<file path="src/rtl/pc_sequencer_if.sv">
// pc_sequencer_if: request/response bundle for the fetch PC sequencer.
//   master : the pipeline control side (drives stall/redirect/exception,
//            observes pc, pc_plus_inc, redirect_pending, align_err)
//   slave  : the pc_sequencer itself
// Handshake: redirect_valid and exc_valid are single-cycle requests with no
// ready; a request is consumed (or discarded by priority) at the rising edge
// of the cycle in which it is presented. Nothing is held by the requester.
interface pc_sequencer_if #(parameter int WIDTH = 32);
  logic             stall;
  logic             redirect_valid;
  logic [1:0]       redirect_sel;
  logic [WIDTH-1:0] jump_target;
  logic [WIDTH-1:0] branch_target;
  logic [WIDTH-1:0] jr_target;
  logic             exc_valid;
  logic [WIDTH-1:0] pc;
  logic [WIDTH-1:0] pc_plus_inc;
  logic             redirect_pending;
  logic             align_err;

  modport master (
    output stall, redirect_valid, redirect_sel, jump_target, branch_target,
           jr_target, exc_valid,
    input  pc, pc_plus_inc, redirect_pending, align_err
  );

  modport slave (
    input  stall, redirect_valid, redirect_sel, jump_target, branch_target,
           jr_target, exc_valid,
    output pc, pc_plus_inc, redirect_pending, align_err
  );
endinterface

</file>
<file path="src/rtl/pc_sequencer.sv">
// pc_sequencer: registered fetch program counter with next-PC selection.
// Ports:
//   clk   - rising-edge clock
//   rst_n - asynchronous active-low reset
//   bus   - pc_sequencer_if.slave: stall, redirect_valid/sel, jump/branch/jr
//           targets, exc_valid in; pc, pc_plus_inc, redirect_pending,
//           align_err out.
// Priority per edge: exception > stall (buffer first redirect) > pending
// redirect > live redirect > sequential increment.
module pc_sequencer #(
  parameter int               WIDTH      = 32,
  parameter int               INC        = 4,
  parameter int               ALIGN_BITS = 2,
  parameter logic [WIDTH-1:0] RESET_PC   = '0,
  parameter logic [WIDTH-1:0] EXC_PC     = WIDTH'(32'h0000_0080)
) (
  input logic            clk,
  input logic            rst_n,
  pc_sequencer_if.slave  bus
);

  // Low target bits that must be zero; ALIGN_BITS=0 gives an empty mask.
  localparam logic [WIDTH-1:0] ALIGN_MASK =
    WIDTH'((64'd1 << ALIGN_BITS) - 64'd1);

  localparam logic [1:0] SEL_JUMP   = 2'd0;
  localparam logic [1:0] SEL_SEQ    = 2'd1;
  localparam logic [1:0] SEL_BRANCH = 2'd2;

  logic [WIDTH-1:0] pc_q, pc_d;
  logic             pend_q, pend_d;
  logic [WIDTH-1:0] pend_tgt_q, pend_tgt_d;
  logic             pend_mis_q, pend_mis_d;
  logic             align_err_q, align_err_d;

  logic [WIDTH-1:0] sel_target;
  logic [WIDTH-1:0] aligned_target;
  logic             live_mis;
  logic             live_redirect;
  logic [WIDTH-1:0] pc_inc;

  // Target mux; sel=1 (sequential) never reaches the pc because
  // live_redirect is low for it, so its mux value is irrelevant.
  always_comb begin
    sel_target = bus.jr_target;
    case (bus.redirect_sel)
      SEL_JUMP:   sel_target = bus.jump_target;
      SEL_BRANCH: sel_target = bus.branch_target;
      default:    sel_target = bus.jr_target;
    endcase
  end

  assign live_redirect  = bus.redirect_valid && (bus.redirect_sel != SEL_SEQ);
  assign aligned_target = sel_target & ~ALIGN_MASK;
  assign live_mis       = |(sel_target & ALIGN_MASK);
  assign pc_inc         = pc_q + WIDTH'(INC);

  always_comb begin
    pc_d        = pc_q;
    pend_d      = pend_q;
    pend_tgt_d  = pend_tgt_q;
    pend_mis_d  = pend_mis_q;
    align_err_d = 1'b0;
    if (bus.exc_valid) begin
      pc_d   = EXC_PC;
      pend_d = 1'b0;
    end else if (bus.stall) begin
      // First redirect during a stall wins; later ones are dropped.
      if (live_redirect && !pend_q) begin
        pend_d     = 1'b1;
        pend_tgt_d = aligned_target;
        pend_mis_d = live_mis;
      end
    end else if (pend_q) begin
      // The buffered redirect takes precedence over any live one this cycle.
      pc_d        = pend_tgt_q;
      pend_d      = 1'b0;
      align_err_d = pend_mis_q;
    end else if (live_redirect) begin
      pc_d        = aligned_target;
      align_err_d = live_mis;
    end else begin
      pc_d = pc_inc;
    end
  end

  always_ff @(posedge clk or negedge rst_n) begin
    if (!rst_n) begin
      pc_q        <= RESET_PC;
      pend_q      <= 1'b0;
      pend_tgt_q  <= '0;
      pend_mis_q  <= 1'b0;
      align_err_q <= 1'b0;
    end else begin
      pc_q        <= pc_d;
      pend_q      <= pend_d;
      pend_tgt_q  <= pend_tgt_d;
      pend_mis_q  <= pend_mis_d;
      align_err_q <= align_err_d;
    end
  end

  assign bus.pc               = pc_q;
  assign bus.pc_plus_inc      = pc_inc;
  assign bus.redirect_pending = pend_q;
  assign bus.align_err        = align_err_q;

endmodule

</file>
<file path="src/flat_wrapper.sv">
// flat-port wrapper written by rule: the top's interface ports become plain ports
module pc_sequencer_flat 
#(
  parameter int               WIDTH      = 32,
  parameter int               INC        = 4,
  parameter int               ALIGN_BITS = 2,
  parameter logic [WIDTH-1:0] RESET_PC   = '0,
  parameter logic [WIDTH-1:0] EXC_PC     = WIDTH'(32'h0000_0080)
)
  (clk, rst_n, bus_stall, bus_redirect_valid, bus_redirect_sel, bus_jump_target, bus_branch_target, bus_jr_target, bus_exc_valid, bus_pc, bus_pc_plus_inc, bus_redirect_pending, bus_align_err);
  pc_sequencer_if #(.WIDTH(WIDTH)) bus_i ();
  input logic clk;
  input logic rst_n;
  input wire logic [$bits(bus_i.stall)-1:0] bus_stall;
  input wire logic [$bits(bus_i.redirect_valid)-1:0] bus_redirect_valid;
  input wire logic [$bits(bus_i.redirect_sel)-1:0] bus_redirect_sel;
  input wire logic [$bits(bus_i.jump_target)-1:0] bus_jump_target;
  input wire logic [$bits(bus_i.branch_target)-1:0] bus_branch_target;
  input wire logic [$bits(bus_i.jr_target)-1:0] bus_jr_target;
  input wire logic [$bits(bus_i.exc_valid)-1:0] bus_exc_valid;
  output wire logic [$bits(bus_i.pc)-1:0] bus_pc;
  output wire logic [$bits(bus_i.pc_plus_inc)-1:0] bus_pc_plus_inc;
  output wire logic [$bits(bus_i.redirect_pending)-1:0] bus_redirect_pending;
  output wire logic [$bits(bus_i.align_err)-1:0] bus_align_err;
  assign bus_i.stall = bus_stall;
  assign bus_i.redirect_valid = bus_redirect_valid;
  assign bus_i.redirect_sel = bus_redirect_sel;
  assign bus_i.jump_target = bus_jump_target;
  assign bus_i.branch_target = bus_branch_target;
  assign bus_i.jr_target = bus_jr_target;
  assign bus_i.exc_valid = bus_exc_valid;
  assign bus_pc = bus_i.pc;
  assign bus_pc_plus_inc = bus_i.pc_plus_inc;
  assign bus_redirect_pending = bus_i.redirect_pending;
  assign bus_align_err = bus_i.align_err;
  pc_sequencer #(.WIDTH(WIDTH), .INC(INC), .ALIGN_BITS(ALIGN_BITS), .RESET_PC(RESET_PC), .EXC_PC(EXC_PC)) u_core (.clk(clk), .rst_n(rst_n), .bus(bus_i));
endmodule
</file>
<file path="config.mk">
export PLATFORM = sky130hd
export DESIGN_NAME = pc_sequencer_flat
export DESIGN_NICKNAME = d
export VERILOG_FILES = /design/src/rtl/pc_sequencer_if.sv /design/src/rtl/pc_sequencer.sv /design/src/flat_wrapper.sv
export SDC_FILE = /design/constraint.sdc
export NUM_CORES = 1
export LEC_CHECK = 0
export BUFFER_PORTS_ARGS = -buffer_cell sky130_fd_sc_hd__buf_2
export CORE_ASPECT_RATIO = 0.6
export CORE_MARGIN = 2
export CORE_UTILIZATION = 50
export CTS_CLUSTER_SIZE = 16
export DETAILED_ROUTE_END_ITERATION = 16
export PLACE_DENSITY = 0.84
export RECOVER_POWER = 100
export SLEW_MARGIN = 20
export SYNTH_ARGS = -nofsm -noshare
export SYNTH_HDL_FRONTEND = slang
export SYNTH_SLANG_ARGS = --single-unit
</file>
<file path="constraint.sdc">
create_clock -name clk -period 2.2 [get_ports clk]
set_input_delay 0.11 -clock clk [delete_from_list [all_inputs] [get_ports clk]]
set_output_delay 0.11 -clock clk [all_outputs]
set_load 0.01 [all_outputs]
</file>
* Word-level counts from Yosys, hierarchy flattened
Cells that the tools add are included.
** Cells by class
- Mux-type cells :: 12
- Equality and inequality tests :: 4
- $add $sub $neg :: 1
- Reductions and logical operators :: 6
- Bitwise logic cells :: 1
** Operators with widths (count)
- 32-bit 2-to-1 mux :: 4
- 32-bit case mux with 2 select lines :: 1
- 32-bit by 3-bit adder with 32-bit output (second input constant) :: 1
- 1-bit 2-to-1 mux :: 7
- 2-bit by 1-bit != test with 1-bit output (second input constant) :: 2
- 3-bit by 1-bit != test with 1-bit output (second input constant) :: 1
- 3-bit AND reduction :: 1
- 2-bit equality test (second input constant) :: 1
- 1-bit logical AND :: 2
- 2-bit zero test :: 1
- 2-bit OR reduction :: 1
- 1-bit zero test :: 1
- 1-bit inverter :: 1
** Storage, ports and cells
- Word-level logic and storage cells :: 29
- Flip-flop bits (word level) :: 65
- Bits of input ports :: 103
- Output and inout port bits :: 66

* Logic depth before layout (Yosys ltp)
Gate-level depths: netlist of run 1.
- Depth in word-level cells :: 7
- Depth in mapped cells :: 8
- Gate-level depth less buffers :: 6

* Worst setup path before layout of run 1
No wires, ideal clock.
- Path kind :: reg-to-reg
- Start :: reg u_core.pc_q[5] (netlist: u_core.bus.pc[5])
- End :: reg u_core.pc_q[16] (netlist: u_core.bus.pc[16])
- Data required time :: 2.099 ns
- Clock period less this slack :: 2.010 ns
- Stages on the path, launching flop included :: 7
- Data arrival time :: 1.910 ns
- Library setup time :: 0.101 ns
- Buffers on the path :: 1
- Path slack :: 0.190 ns
- Cells stage by stage :: dfrtp_1 -> buf_2 -> nand4_4 -> or3_1 -> or3_4 -> o31a_1 -> o32ai_1
** Between the ends
- Cells in the longest elaborated chain, start to end :: 5
** Ends and longest elaborated chain
- start, declared :: RTL line pc_sequencer.sv:30 : logic [WIDTH-1:0] pc_q, pc_d;
- start signal, assigned :: RTL line pc_sequencer.sv:95 : pc_q <= pc_d;
- 32-bit by 3-bit adder with 32-bit output :: RTL line pc_sequencer.sv:56 : assign pc_inc = pc_q + WIDTH'(INC);
- 32-bit 2-to-1 mux :: RTL line pc_sequencer.sv:79 : end else if (live_redirect) begin
- 32-bit 2-to-1 mux :: RTL line pc_sequencer.sv:74 : end else if (pend_q) begin
- 32-bit 2-to-1 mux :: RTL line pc_sequencer.sv:67 : end else if (bus.stall) begin
- 32-bit 2-to-1 mux :: RTL line pc_sequencer.sv:64 : if (bus.exc_valid) begin
Every way passes these cells. The select of a mux whose other input is x is not followed.
A chain may end at the register's enable or synchronous reset.

* Worst setup path in the final report of run 1
- Start :: reg u_core.pc_q[6] (netlist: u_core.bus.pc[6])
- End :: out bus_pc_plus_inc[16]
** Between the ends
- Cells in the longest elaborated chain, start to end :: 1
** Ends and longest elaborated chain
- 32-bit by 3-bit adder with 32-bit output :: RTL line pc_sequencer.sv:56
- end, declared :: RTL line flat_wrapper.sv:22 : output wire logic [$bits(bus_i.pc_plus_inc)-1:0] bus_pc_plus_inc;
Every way passes these cells.

==> results of run 1 <==
## flip-flops by register name, indices dropped and copies added, names as in the netlist
signal	count
u_core.bus.pc	30
u_core.pend_tgt_q	30
u_core.bus.align_err	1
u_core.bus.redirect_pending	1
u_core.pend_mis_q	1
## cell families (layout without fill, tap and decap cells)
kind of cell,Yosys count,in the layout,synth area share [%]
adders and majority gates,1,1,0.286
xor gates and xnor gates,28,28,5.61
buffers and inverters,50,236,4.84
and+or+nand+nor,150,150,17.0
DFF,63,63,36.1
muxes,60,60,14.6
other,1,4,0.0858
AOI/OAI and AO/OA,149,149,21.5
## final cells by class
class / count / share of cell area, %
clock buffers: 9 / 3.83
clock inverters: 7 / 0.937
inverters: 13 / 0.830
multi-input cells: 392 / 45.3
flip-flops and latches: 63 / 27.0
well taps: 112 / 2.38
repair buffers: 207 / 19.7
## power breakdown
| part | switching, W | total, W | internal (W) |
|---|---|---|---|
| Clock | 0.000574 | 0.00135 | 0.000773 |
| Sequential | 0.000138 | 0.00146 | 0.00132 |
| Combinational | 0.000480 | 0.000875 | 0.000395 |
## worst max-delay path: cells and delay by family (launching register included)
kind / cells / cell delay [ps]
xor gates and xnor gates: 1 / 140
DFF: 1 / 410
and+or+nand+nor: 3 / 1040
buffers and inverters: 1 / 140
## final timing paths
| kind | startpoint | to | cells past startpoint |
|---|---|---|---|
| max | u_core.bus.pc[6] | bus_pc_plus_inc[16] | 5 |
| min | bus_exc_valid | u_core.bus.pc[2] | 2 |
| max reg2reg | u_core.bus.pc[6] | u_core.bus.pc[16] | 5 |
| min reg2reg | u_core.pend_tgt_q[4] | u_core.pend_tgt_q[4] | 2 |
| max in group asynchronous | rst_n | u_core.pend_tgt_q[23] | 3 |
| min in group asynchronous | rst_n | u_core.bus.pc[15] | 2 |
## cell usage after synthesis (6+ instances only)
library cell / count / area, sq um
nor3_1: 9 / 45.0
nand2_1: 59 / 221
nand4_1: 8 / 50.1
inv_1: 12 / 45.0
xnor2_1: 19 / 166
clkbuf_1: 25 / 93.8
dfrtp_1: 63 / 1580
a31oi_1: 7 / 43.8
xor2_1: 9 / 78.8
o21ai_0: 64 / 320
a21oi_1: 22 / 110
nor2_1: 29 / 109
mux2_2: 29 / 327
o21a_1: 6 / 45.0
mux2i_1: 31 / 310
nand3_1: 17 / 85.1
a22oi_1: 6 / 45.0
## layer usage
metal	GRT usage, %	up-vias
met5	0	-
met4	7.53	0
met3	12.0	46
met2	46.6	377
met1	47.3	2241
li1	-	2195
## per-stage QoR
stage | worst slack, ps | area (sq um)
after floorplan | 190 | 4380
after global placement | 162 | 5450
after detailed placement | 58.7 | 5450
after CTS | -49.0 | 5770
after global routing | -29.5 | 5880
final | 23.2 | 5880
## repair_timing
| action | 4_1_cts | 5_1_grt |
|---|---|---|
| pin swaps | 0 | 3 |
| hold buffers | 1 | 0 |
| buffers inserted | 0 | 9 |
| cloned | 0 | 0 |
| hold endpoints to repair | 34 | 0 |
| resized for setup | 7 | 15 |
| setup endpoints to repair | 8 | 16 |
==> flow_metrics.env, run 1 <==
export IMPL_grt_overflow=0
export IMPL_utilization_pct=69.2
export IMPL_drcViolationCount=0
export IMPL_min_period_ps=2180
export IMPL_peakVddDrop_uv=405
export IMPL_ys_seq_elements=63
export IMPL_die_w_um=125
export IMPL_die_area_sq_um=9530
export IMPL_cp_max_fo=8
export IMPL_run_status="finished, final reports clean"
export IMPL_drive_above_1_share_pct=39.4
export IMPL_cpMostUsedCell="or3_4"
export IMPL_path_clk_slew_ps=60
export IMPL_cp_end_kind="output pin"
export IMPL_worstPathCellList="nand4_4, or3_4, or3_4, xnor2_2, buf_2"
export IMPL_num_rows=26
export IMPL_avgRoutedWirePerCell_um=19.6
export IMPL_avgSynthCellArea_sq_um=8.71
export IMPL_synth_edff_count=0
export IMPL_dr_pass1_iters=7
export IMPL_ys_flop_type="dfrtp_1"
export IMPL_stdcell_count=803
export IMPL_dp_cells=777
export IMPL_dr_total_vias=4859
export IMPL_root_buffer="clkbuf_16"
export IMPL_min_period_over_period_pct=98.9
export IMPL_worstPathArrival_ps=2070
export IMPL_worstMarginPinSlew_ps=903
export IMPL_finalMaxSlewViolations=0
export IMPL_cts_tree="built"
export IMPL_numCtsBuffers=9
export IMPL_hp_class="primary input to flop"
export IMPL_fmax_mhz=459
export IMPL_power_w=0.00369
export IMPL_slew_headroom_pct=39.8
export IMPL_io_buffer_count=164
export IMPL_drt_met1_wl_um=6600
export IMPL_n_fill_cell=656
export IMPL_max_stage_delay_ps=460
export IMPL_critPathSlowestCell="or3_4"
export IMPL_core_sq_um=8490
export IMPL_top_layer_used="met4"
export IMPL_clockBufferDepth=2
export IMPL_htree_levels=3
export IMPL_ios=169
export IMPL_whs_ps=48.1
export IMPL_crit_required_ps=2090
export IMPL_power_density_nw_per_um2=627
export IMPL_clkLatencyLatePin_ps=340
export IMPL_nets=790
export IMPL_die_h_um=76.4
export IMPL_layout_commonest_cell="buf_2"
export IMPL_wl_met3_um=2220
export IMPL_cp_start_kind="flop"
export IMPL_drt_iter0_drc=617
export IMPL_mostFrequentLayoutCells="154 x buf_2, 64 x o21ai_0, 58 x nand2_1"
export IMPL_antennaDiodeCount=0
export IMPL_p_leak_nw=2.82
export IMPL_grt_pass1_vias=4463
export IMPL_finalClockSkew_ps=7.94
export IMPL_wl_met2_um=6620
export IMPL_place_hpwl_um=11800
export IMPL_cap_violations=0
export IMPL_avgViaCountPerCell=6.05
export IMPL_syn_cell_area_sq_um=4370
export IMPL_regArea_sq_um=1590
export IMPL_setup_tns_ps=0
export IMPL_rrSetupSlack_ps=230
export IMPL_synthArstFlopShare_pct=100
export IMPL_setup_viol=0
export IMPL_numClockSinks=63
export IMPL_worstSetupPathType="flop to output pin"
export IMPL_drtAntennaViolNets=0
export IMPL_multi_input_area_sq_um=2660
export IMPL_antenna_found_initial=0
export IMPL_grt_max_degree=37
export IMPL_synth_cell_types=57
export IMPL_syn_to_final_growth_pct=34.5
export IMPL_grtUsageTotal_pct=32.7
export IMPL_ys_warn_count=0
export IMPL_final_hold_viol_count=0
export IMPL_start_util_pct=51.5
export IMPL_grt_pass1_wl_um=24500
export IMPL_gp_congestion=0.951
export IMPL_yosysSeqAreaShare_pct=36.1
export IMPL_synth_cells=502
export IMPL_routed_wl_um=15800
No activity file was read; power rests on OpenSTA's default activity.
==> run 2, diff against run 1 <==
- CORE_UTILIZATION: 50 -> 44
- PLACE_DENSITY: 0.84 -> 0.75
==> run 2 against run 1 <==
Net effect: largest cell class unchanged; sequential cell count unchanged; critical endpoint unchanged; register-to-register slack about the same; largest power group is now clock; setup slack better by 11 ps.
==> flow_metrics.env, run 2 (synthesis results as in run 1) <==
export IMPL_clockBufferDepth=2
export IMPL_mostFrequentLayoutCells="153 x buf_2, 63 x o21ai_0, 58 x nand2_1"
export IMPL_finalMaxSlewViolations=0
export IMPL_min_period_ps=2170
export IMPL_worstSetupPathType="flop to output pin"
export IMPL_finalClockSkew_ps=9.21
export IMPL_numCtsBuffers=9
export IMPL_grt_pass1_vias=4391
export IMPL_avgRoutedWirePerCell_um=19.1
export IMPL_die_w_um=133
export IMPL_min_period_over_period_pct=98.4
export IMPL_finish_instance_area_sq_um=6070
export IMPL_htree_levels=3
export IMPL_nets=807
export IMPL_dr_pass1_iters=6
export IMPL_drcViolationCount=0
export IMPL_path_clk_slew_ps=60
export IMPL_root_buffer="clkbuf_16"
export IMPL_crit_required_ps=2090
export IMPL_antennaDiodeCount=0
export IMPL_drt_iter0_drc=547
export IMPL_worstPathArrival_ps=2060
export IMPL_die_h_um=81.2
export IMPL_ios=169
export IMPL_numClockSinks=63
export IMPL_grt_pass1_wl_um=24400
export IMPL_whs_ps=98.1
export IMPL_cap_violations=0
export IMPL_syn_to_final_growth_pct=39.0
export IMPL_p_leak_nw=2.94
export IMPL_grt_max_degree=37
export IMPL_hp_class="primary input to flop"
export IMPL_pre_cts_ws_ps=128
export IMPL_cp_max_fo=6
export IMPL_setup_viol=0
export IMPL_layout_commonest_cell="buf_2"
export IMPL_num_rows=28
export IMPL_die_area_sq_um=10800
export IMPL_clkLatencyLatePin_ps=340
export IMPL_core_sq_um=9770
export IMPL_dp_cells=803
export IMPL_cts_tree="built"
export IMPL_placed_area_sq_um=5480
export IMPL_worstRegToRegCells=8
export IMPL_peakVddDrop_uv=367
export IMPL_worstMarginPinSlew_ps=1210
export IMPL_slew_headroom_pct=19.4
export IMPL_dr_total_vias=4888
export IMPL_cp_end_kind="output pin"
export IMPL_cp_start_kind="flop"
export IMPL_grt_overflow=0
export IMPL_n_fill_cell=832
export IMPL_drtAntennaViolNets=0
export IMPL_fin_ws_ps=34.4
export IMPL_drive_above_1_share_pct=41.1
export IMPL_stdcell_count=843
export IMPL_avgViaCountPerCell=5.80
export IMPL_start_util_pct=44.7
export IMPL_power_density_nw_per_um2=649
export IMPL_gp_congestion=0.940
export IMPL_routed_wl_um=16100
export IMPL_grtUsageTotal_pct=29.8
export IMPL_fmax_mhz=462
export IMPL_rsz0062_at_grt="true"
export IMPL_antenna_found_initial=0
export IMPL_place_hpwl_um=12000
export IMPL_hold_depth=3
export IMPL_final_hold_viol_count=0
export IMPL_io_buffer_count=164
export IMPL_run_status="finished, final reports clean"
## run 2: cell types whose count changed in the layout (fill, tap and decap cells not counted), sizes merged
cell      before  now
bufinv         0    2
clkinv         2    1
clkbuf        19   22
clkinvlp       2    1
buf          196  210
## run 2: worst paths after layout
path | startpoint | end | slack, ps
min reg2reg | u_core.pend_tgt_q[28] | u_core.pend_tgt_q[28] | 480
max | u_core.bus.pc[11] | bus_pc_plus_inc[16] | 30
max reg2reg | u_core.bus.pc[3] | u_core.bus.pc[31] | 230
max in group asynchronous | rst_n | u_core.bus.pc[4] | 390
min in group asynchronous | rst_n | u_core.bus.pc[5] | 540
min | bus_jr_target[15] | u_core.pend_tgt_q[15] | 100
## run 2: worst max-delay path, stage by stage (launching register included)
cell     delay [ps]
dfrtp_1         480
nand3_4         170
or3_4           420
or3_4           370
xnor2_2         140
buf_2           130
## run 2: layer usage
| metal | routed length [um] | track usage [%] |
|---|---|---|
| met4 | 224 | 8.60 |
| met1 | 7080 | 42.8 |
| met3 | 2010 | 9.24 |
| met2 | 6800 | 43.2 |
| met5 | 0 | 0 |
## run 2: area by class of cell
cell class | count | area (sq um) | area share, %
sequential | 63 | 1590 | 26.2
timing repair buffer | 224 | 1250 | 20.7
inverter | 13 | 48.8 | 0.803
multi-input combinational | 392 | 2680 | 44.2
clock inverter | 7 | 103 | 1.69
tap | 135 | 169 | 2.78
clock buffer | 9 | 225 | 3.71
## run 2: repair_timing
item,CTS,global route
pin swaps,1,5
endpoints found under the hold margin,18,0
hold buffers,1,0
buffers inserted,9,14
gates resized for setup,11,16
endpoints found under the setup margin,5,10
gates cloned,0,0
## run 2: per-stage QoR
step | utilization [%] | TNS (ps) | total power, W
2_1_floorplan | - | 0 | 0.00192
3_3_place_gp | 56.1 | 0 | 0.00228
3_5_place_dp | 56.1 | 0 | 0.00231
4_1_cts | 60.4 | 0 | 0.00391
5_1_grt | 62.1 | -51.7 | 0.00411
6_report | 62.1 | 0 | 0.00394
## run 2: power breakdown
group | switching, W | internal (W) | total [W] | leakage, nW
Clock | 0.000577 | 0.00100 | 0.00158 | 0.157
Sequential | 0.000133 | 0.00133 | 0.00146 | 0.796
Combinational | 0.000494 | 0.000410 | 0.000903 | 1.98
==> run 3, diff against run 2 <==
- CAP_MARGIN: default -> 15
- HOLD_SLACK_MARGIN: default -> 0.15
==> run 3 against run 2 <==
Net effect: design area increased by 2.0%; first-iteration DRC count decreased by 2.6%; critical path depth increased by 2.
==> flow_metrics.env, run 3 (synthesis results as in run 1) <==
export IMPL_worstPathArrival_ps=2040
export IMPL_cap_violations=0
export IMPL_whs_ps=169
export IMPL_die_h_um=81.2
export IMPL_mostFrequentLayoutCells="153 x buf_2, 63 x o21ai_0, 58 x nand2_1"
export IMPL_pre_cts_ws_ps=128
export IMPL_drtAntennaViolNets=0
export IMPL_drive_above_1_share_pct=40.4
export IMPL_worstSetupPathType="flop to output pin"
export IMPL_grt_overflow=0
export IMPL_cts_tree="built"
export IMPL_die_w_um=133
export IMPL_num_rows=28
export IMPL_finalClockSkew_ps=9.02
export IMPL_setup_viol=0
export IMPL_cp_end_kind="output pin"
export IMPL_place_hpwl_um=12000
export IMPL_power_density_nw_per_um2=639
export IMPL_start_util_pct=44.7
export IMPL_antenna_found_initial=0
export IMPL_crit_required_ps=2090
export IMPL_cp_start_kind="flop"
export IMPL_avgRoutedWirePerCell_um=19.1
export IMPL_die_area_sq_um=10800
export IMPL_p_leak_nw=2.99
export IMPL_slew_headroom_pct=21.0
export IMPL_hp_class="primary input to flop"
export IMPL_fin_ws_ps=45.5
export IMPL_antennaDiodeCount=0
export IMPL_numCtsBuffers=9
export IMPL_run_status="finished, final reports clean"
export IMPL_syn_to_final_growth_pct=41.7
export IMPL_clockBufferDepth=2
export IMPL_final_hold_viol_count=0
export IMPL_fmax_mhz=464
export IMPL_dr_total_vias=4969
export IMPL_routed_wl_um=16300
export IMPL_clkLatencyLatePin_ps=340
export IMPL_avgViaCountPerCell=5.81
export IMPL_root_buffer="clkbuf_16"
export IMPL_grt_max_degree=37
export IMPL_grt_pass1_wl_um=24800
export IMPL_path_clk_slew_ps=60
export IMPL_worstMarginPinSlew_ps=1190
export IMPL_io_buffer_count=164
export IMPL_gp_congestion=0.940
export IMPL_drcViolationCount=0
export IMPL_nets=819
export IMPL_numClockSinks=63
export IMPL_rsz0062_at_grt="true"
export IMPL_core_sq_um=9770
export IMPL_grt_pass1_vias=4485
export IMPL_peakVddDrop_uv=366
export IMPL_min_period_over_period_pct=97.9
export IMPL_drt_iter0_drc=533
export IMPL_layout_commonest_cell="buf_2"
export IMPL_cp_max_fo=5
export IMPL_grtUsageTotal_pct=30.3
export IMPL_min_period_ps=2150
export IMPL_utilization_pct=63.4
export IMPL_htree_levels=3
export IMPL_dr_pass1_iters=6
export IMPL_finalMaxSlewViolations=0
export IMPL_ios=169
[run 3: layer usage]
| metal | vias up | routed length, um | share of wire, % | GRT usage [%] |
|---|---|---|---|---|
| met5 | - | 0 | 0 | 0 |
| met4 | 0 | 265 | 1.6 | 8.92 |
| met3 | 31 | 1960 | 12 | 9.24 |
| met2 | 334 | 6880 | 42 | 44.4 |
| met1 | 2352 | 7220 | 44 | 43.2 |
| li1 | 2252 | - | - | - |
[run 3: timing repair]
action	in CTS	in global routing
pin swaps	1	5
buffers inserted	9	14
endpoints found under the setup margin	5	10
gates resized for setup	11	16
hold buffers	13	0
endpoints found under the hold margin	30	0
[run 3: path summary, 6_finish.rpt]
check,from,end,slack [ps],depth (start not counted)
worst max-delay path,u_core.bus.pc[3],bus_pc_plus_inc[19],50,7
worst min-delay path,bus_jr_target[26],u_core.pend_tgt_q[26],170,4
worst max register to register,u_core.bus.pc[3],u_core.bus.pc[31],240,8
worst min register to register,u_core.pend_tgt_q[28],u_core.pend_tgt_q[28],480,2
max in group asynchronous,rst_n,u_core.bus.pc[4],410,3
min in group asynchronous,rst_n,u_core.bus.pc[10],530,2
[run 3: cell type report]
cell class	instances	area, sq um
well taps	135	169
repair buffers	236	1380
fillers	812	3580
multi-input cells	392	2680
clock buffers	9	225
flip-flops and latches	63	1590
clock inverters	7	103
inverters	13	48.8
[run 3: per-stage QoR]
step / instances / cell area (sq um) / TNS, ps / total power, W
2_1_floorplan: 505 / 4380 / 0 / 0.00192
3_3_place_gp: 803 / 5480 / 0 / 0.00228
3_5_place_dp: 803 / 5480 / 0 / 0.00231
4_1_cts: 841 / 6030 / 0 / 0.00392
5_1_grt: 855 / 6190 / -51.7 / 0.00413
6_report: 855 / 6190 / 0 / 0.00396
[run 3: critical path: stages, from the launching register on]
cell and delay [ps]:
dfrtp_1 390, buf_4 150, nand3_4 120, nor4_4 320
buf_4 200, nand3_2 130, xnor2_2 220, buf_2 170
[run 3: where the power goes]
part	internal (W)	leakage, nW	switching [W]
clock	0.00100	0.157	0.000572
sequential	0.00133	0.796	0.000132
combinational	0.000424	2.03	0.000499
total	0.00275	2.99	0.00120
